[config.mk]
export PLATFORM = sky130hd
export DESIGN_NAME = button_reader
export DESIGN_NICKNAME = d
export VERILOG_FILES = /design/src/rtl/button_reader_pkg.sv /design/src/rtl/button_reader_sync.sv /design/src/rtl/button_reader.sv
export SDC_FILE = /design/constraint.sdc
export NUM_CORES = 1
export LEC_CHECK = 0
export CAP_MARGIN = 20
export CORE_UTILIZATION = 55
export CTS_CLUSTER_SIZE = 24
export DETAILED_ROUTE_END_ITERATION = 10
export PLACE_DENSITY_LB_ADDON = 0.05
export SETUP_SLACK_MARGIN = 0.15
export SLEW_MARGIN = 0
export SYNTH_ARGS = -nofsm -noshare
export SYNTH_HDL_FRONTEND = slang
export SYNTH_SLANG_ARGS = --single-unit
[constraint.sdc]
create_clock -name clk -period 2.65 [get_ports clk]
set_clock_uncertainty 0.05 [all_clocks]
set_input_delay 0.795 -clock clk [delete_from_list [all_inputs] [get_ports clk]]
set_output_delay 0.795 -clock clk [all_outputs]
set_load 0.1 [all_outputs]
[src/rtl/button_reader_pkg.sv]
// Shared definitions for the button reader: FSM state encodings and the
// debounce counter width helper.
package button_reader_pkg;

  typedef enum logic [1:0] {
    S_RELEASED     = 2'd0,
    S_PRESS_WAIT   = 2'd1,
    S_PRESSED      = 2'd2,
    S_RELEASE_WAIT = 2'd3
  } state_t;

  // Bits needed to hold a count in 0..n; never less than one bit.
  function automatic int cnt_width(input int n);
    int w;
    w = $clog2(n + 1);
    return (w < 1) ? 1 : w;
  endfunction

endpackage

[src/rtl/button_reader_sync.sv]
// Two-flop synchroniser for the raw button pin. The reset value is the
// pin's inactive level so that reset never looks like a press.
module button_reader_sync #(
  parameter logic RST_VAL = 1'b0
) (
  input  logic clk,
  input  logic rst_n,
  input  logic d,
  output logic q
);

  logic s1;
  logic s2;

  // Shift the asynchronous pin through two flops to settle metastability.
  always_ff @(posedge clk or negedge rst_n) begin
    if (!rst_n) begin
      s1 <= RST_VAL;
      s2 <= RST_VAL;
    end else begin
      s1 <= d;
      s2 <= s1;
    end
  end

  assign q = s2;

endmodule

[src/rtl/button_reader.sv]
// Push-button reader: synchroniser, debounce FSM and an 8-bit press counter.
// Produces a clean pressed level, one-cycle press/release pulses and a
// wrapping count of accepted presses. All outputs are registered.
module button_reader
  import button_reader_pkg::*;
#(
  parameter int   DEBOUNCE   = 250000,
  parameter logic ACTIVE_LOW = 1'b1
) (
  input  logic       clk,
  input  logic       rst_n,
  input  logic       btn,
  input  logic       clear,
  output logic       pressed,
  output logic       press,
  output logic       release_pulse,
  output logic [7:0] press_count
);

  localparam int            CW       = cnt_width(DEBOUNCE);
  localparam logic [CW-1:0] CNT_LAST = CW'(DEBOUNCE - 1);

  logic          s2;
  logic          act;
  state_t        state_q, state_d;
  logic [CW-1:0] cnt_q, cnt_d;
  logic          press_d;
  logic          release_d;
  logic          pressed_d;

  button_reader_sync #(
    .RST_VAL (ACTIVE_LOW)
  ) u_sync (
    .clk   (clk),
    .rst_n (rst_n),
    .d     (btn),
    .q     (s2)
  );

  // Normalise polarity so act = 1 always means "pressed".
  assign act = s2 ^ ACTIVE_LOW;

  // State, debounce counter and registered outputs of the FSM.
  always_ff @(posedge clk or negedge rst_n) begin
    if (!rst_n) begin
      state_q       <= S_RELEASED;
      cnt_q         <= '0;
      press         <= 1'b0;
      release_pulse <= 1'b0;
      pressed       <= 1'b0;
    end else begin
      state_q       <= state_d;
      cnt_q         <= cnt_d;
      press         <= press_d;
      release_pulse <= release_d;
      pressed       <= pressed_d;
    end
  end

  // Debounce decisions: a level change is accepted only after DEBOUNCE
  // consecutive agreeing samples; any disagreement falls back silently.
  always_comb begin
    state_d   = state_q;
    cnt_d     = cnt_q;
    press_d   = 1'b0;
    release_d = 1'b0;
    pressed_d = pressed;
    unique case (state_q)
      S_RELEASED: begin
        if (act) begin
          state_d = S_PRESS_WAIT;
          cnt_d   = '0;
        end
      end
      S_PRESS_WAIT: begin
        if (!act) begin
          state_d = S_RELEASED;
          cnt_d   = '0;
        end else if (cnt_q == CNT_LAST) begin
          state_d   = S_PRESSED;
          press_d   = 1'b1;
          pressed_d = 1'b1;
        end else begin
          cnt_d = cnt_q + CW'(1);
        end
      end
      S_PRESSED: begin
        if (!act) begin
          state_d = S_RELEASE_WAIT;
          cnt_d   = '0;
        end
      end
      S_RELEASE_WAIT: begin
        if (act) begin
          state_d = S_PRESSED;
        end else if (cnt_q == CNT_LAST) begin
          state_d   = S_RELEASED;
          release_d = 1'b1;
          pressed_d = 1'b0;
        end else begin
          cnt_d = cnt_q + CW'(1);
        end
      end
      default: begin
        state_d = S_RELEASED;
        cnt_d   = '0;
      end
    endcase
  end

  // Press counter: counts registered press pulses; clear wins a tie.
  always_ff @(posedge clk or negedge rst_n) begin
    if (!rst_n) begin
      press_count <= 8'd0;
    end else if (clear) begin
      press_count <= 8'd0;
    end else if (press) begin
      press_count <= press_count + 8'd1;
    end
  end

endmodule
# Word level (Yosys, flattened, before mapping)
# Index checks and enable logic that the tools add are counted.
# totals
latch_bits	0
memories	0
wordCells	53
rom_bits	0
ram_bits	0
ff_bits	33
# op_classes
n_bitwise	0
eq_ne	12
n_mul	0
order_cmp	0
shifts	0
div_mod_pow	0
muxes	25
n_reduce_logical	6
addsub	2
# ops
cell	count
2-to-1 mux 18 bit	5
one-hot mux 18 bit (4 select lines)	1
adder 18 x 1 -> 18 bit (second input constant)	1
equality test 18 bit (second input constant)	1
2-to-1 mux 8 bit	2
2-to-1 mux 2 bit	6
2-to-1 mux 1 bit	9
adder 8 x 1 -> 8 bit (second input constant)	1
!= test 2 bit (second input constant)	4
one-hot mux 2 bit (4 select lines)	1
AND reduction 5 bit	1
equality test 2 bit (second input constant)	2
!= test 2 x 1 -> 1 bit (second input constant)	2
AND reduction 4 bit	1
nonzero test 2 bit	2
!= test 3 x 2 -> 1 bit (second input constant)	1
!= test 3 bit (second input constant)	1
AND reduction 3 bit	1
equality test 2 x 1 -> 1 bit (second input constant)	1
zero test 2 bit	1
one-hot mux 1 bit (2 select lines)	1

# Longest topological paths before layout
# logic_depth
depth_word	4
ltp_mapped	6

# Cells and area by module
# From an unflattened synthesis, not the netlist that was laid out.
# unflattened
cells_unflattened	175
area_unflattened_um2	1682.9
# by_module_without_submodules
mod	instances	cells_per_inst	area_each_um2
button_reader	1	173	1630.3
button_reader_sync	1	2	52.6

# Worst setup path before layout
# Ideal clock, no wire load.
# synth_path
path_kind	reg-to-reg
start	reg cnt_q[5]
end	reg cnt_q[1]
n_path_buf	0
stages_incl_launch_ff	6
setup_time_ns	0.137
t_arrival_ns	1.968
path_slack_ns	0.494
path_cell_list	dfrtp_1 > or4b_1 > or4_4 > o211ai_1 > o22a_1 > o221ai_1
# synth_via
elab_chain_cells	4
elab_cells_between_ends	5
# synth_rtl
element	line	source
from (decl)	button_reader.sv:26	logic [CW-1:0] cnt_q, cnt_d;
from (signal assigned)	button_reader.sv:53	cnt_q <= cnt_d;
equality test 18 bit (*)	button_reader.sv:79, button_reader.sv:96	
2-to-1 mux 18 bit (*)	n/a	
2-to-1 mux 18 bit (on tied branches)	n/a	
one-hot mux 18 bit (4 select lines) (*)	n/a	
# Mark *: on every way between the ends. The rest lies on a longest branch, timed or not. The select of a mux whose other input is x is not followed.
# A chain may end at the register's enable or synchronous reset.

# Final worst setup path
# Ends and elaborated chain as after synthesis.

==> run summary <==
Syn Area/Cell: 9.78 um2
post_cts resized: 0
GPL Wtd Cong: 0.809
Slew Limit Fails: 0
reg2reg setup slack: 380 ps
Post-CTS Setup Inserts: 0
worst min path class: reg2reg
Max Cap Viol: 0
grt peak-use layer: met2
post-DP HPWL: 2.16 mm
filler cell count: 234
routing usage on met2: 36.0%
top post-synthesis cells by count: dfrtp_1, nor2_1, nand2_1
min Tclk post-route: 2270 ps
port bufs: 14
Post-Syn Area: 1680 um2
GR Util met1: 25.8%
die area: 3290 um2
Die Ht: 57.3 um
global-route wire length before repair: 5.28 mm
CTS H-tree depth: 2
critical path type: reg2reg
setup violators final: 0
Crit path required time: 2800 ps
Die Width: 57.3 um
Reg2Reg Depth: 5
hold endpoint: u_sync.q
ys flop type: dfrtp_1
Critical Path Start Type: register
ys async rst share: 100%
dpl cells: 215
Worst Hold Slack: 308 ps
FF-to-FF Start: cnt_q[5]
layout cells sized above 1: 14.1%
vias in the first global route: 1225
Avg WL per Cell: 13.7 um
Via density: 5.87
final instance area: 1870 um2
CTS buffer count: 5
row cnt: 19
critical-path maximum fanout: 6
Routed Antenna Nets: 0
Peak VDD IR: 0.287 mV
outcome: completed
area grow syn2layout: 11.4%
synthesis warning total: 0
fmax: 441 MHz
Skew-Pair Late Insertion Delay: 330 ps
multi-input combinational cell area: 795 um2
Tightest Pin Transition: 674 ps
Clk pin slew, worst setup/hold paths: 90 ps
Post-synth EDFFs: 0
hold path start: u_sync.s1
Inserted Diodes: 0
GRT Total Usage: 21.2%
Final Hold Vio Count: 0
router iterations before antenna repair: 4
# IOs: 15
initial antenna violation count: 0
Post-route DRC: 0
share of the synthesized area in the top cell type: 46.1%
Setup TNS: 0 ps
Sink Count: 33
Post-Synthesis Cells: 172
CTS tree: yes
routed wire length: 3.04 mm
Seq cells post-synth: 33
final std cells w/o fill: 222
CTS Hold Buffers Added: 0
crit share post-route: 85.6%
root buffer cell: clkbuf_4
NumNets Final: 197
Power Density: 457 nW/um2
unrepaired setup endpoints after global routing: no
initial DRC count: 51
routed via count: 1304
most numerous cell in the Yosys netlist: dfrtp_1
clk buf depth: 2
synthesized net count: 178
Post-Place Cell Area: 1820 um2
Sequential Area: 828 um2
Yosys top cell by area: dfrtp_1
count of different cell masters after synthesis: 40
Initial Util: 59.5%
Slew headroom: 54.8%
CP arrival: 2420 ps
top cells by area, synth: dfrtp_1, xnor2_1, xor2_1, nor2_1, dfstp_2
Power Total: 856 uW
Setup crit end kind: register
GRT met3 Usage: 4.99%
reg2reg end: cnt_q[1]
Placeable Area: 2830 um2
largest net degree at the start of global routing: 34
number of cells on the worst hold path: 0
gr ovfl total: 0
Seq/Total Area, Yosys: 49.2%
Static Leakage: 0.791 nW
cells in the final DEF, fill, tap and decap left out, types with 3 or more instances in the layout:
| cell | Yosys | routed |
|---|---|---|
| a21oi_1 | 3 | 3 |
| buf_4 | 0 | 15 |
| clkbuf_4 | 0 | 5 |
| clkdlybuf4s50_1 | 0 | 3 |
| dfrtp_1 | 31 | 31 |
| inv_1 | 4 | 4 |
| nand2_1 | 14 | 14 |
| nand3_1 | 8 | 8 |
| nand4_1 | 7 | 7 |
| nor2_1 | 22 | 22 |
| nor3_1 | 6 | 6 |
| nor4_1 | 7 | 7 |
| o211ai_1 | 3 | 3 |
| o21ai_0 | 6 | 6 |
| or3_1 | 3 | 3 |
| xnor2_1 | 10 | 10 |
| xor2_1 | 10 | 10 |
worst max-delay path by stage:
stage / start / endpoint / slack [ps] / cells after the start
floorplan: cnt_q[5] / cnt_q[1] / 490 / 5
global placement: cnt_q[5] / cnt_q[1] / 430 / 5
detailed placement: cnt_q[5] / cnt_q[1] / 390 / 5
CTS: cnt_q[5] / cnt_q[1] / 380 / 5
global route: cnt_q[5] / cnt_q[1] / 250 / 5
finish: cnt_q[5] / cnt_q[1] / 380 / 5
critical path, cell delays in order, from the launching register on:
cell and delay (ps):
dfrtp_1 440, or4b_1 560, or4_4 590, o211ai_1 230, o22a_1 160, o221ai_1 110
area by class of cell:
class                      instances  share of cell area, %
inverter                           4                  0.801
sequential                        33                   44.2
clock buffer                       7                   2.94
tap                               31                   2.07
timing repair buffer              18                   7.61
multi-input combinational        129                   42.4
power by group:
group / total [mW] / leakage [nW] / internal (mW) / switching [mW]
combinational: 0.0541 / 0.310 / 0.0214 / 0.0327
clock: 0.278 / 0.0314 / 0.125 / 0.153
sequential: 0.524 / 0.450 / 0.512 / 0.0115
state kept, by name, indices dropped and copies added, names as in the netlist, named ones only:
register       flops
pressed            1
u_sync.s1          1
release_pulse      1
cnt_q             18
press_count        8
u_sync.q           1
state_q            1
press              1
cell families after synthesis:
group | count (synthesis) | synth area share [%]
simple gates | 79 | 23.9
flops | 33 | 49.2
compound gates | 27 | 10.9
xor+xnor | 20 | 10.4
buf+inv | 10 | 3.57
fa+ha+maj | 2 | 1.49
mux | 1 | 0.595
routing by layer:
layer / share of wire [%] / up-vias / wire [um]
met5: 0 / - / 0
met4: 1.5 / 0 / 47
met3: 3.4 / 7 / 104
met2: 48 / 25 / 1450
met1: 47 / 623 / 1440
li1: - / 649 / -
stage by stage:
| stage | setup WS (ps) | utilization [%] |
|---|---|---|
| finish | 381 | 66.3 |
| global route | 250 | 66.3 |
| CTS | 384 | 66.3 |
| detailed placement | 389 | 64.3 |
| floorplan | 494 | - |
| global placement | 434 | 64.3 |
Note: power is estimated with default switching activity, not from simulation.
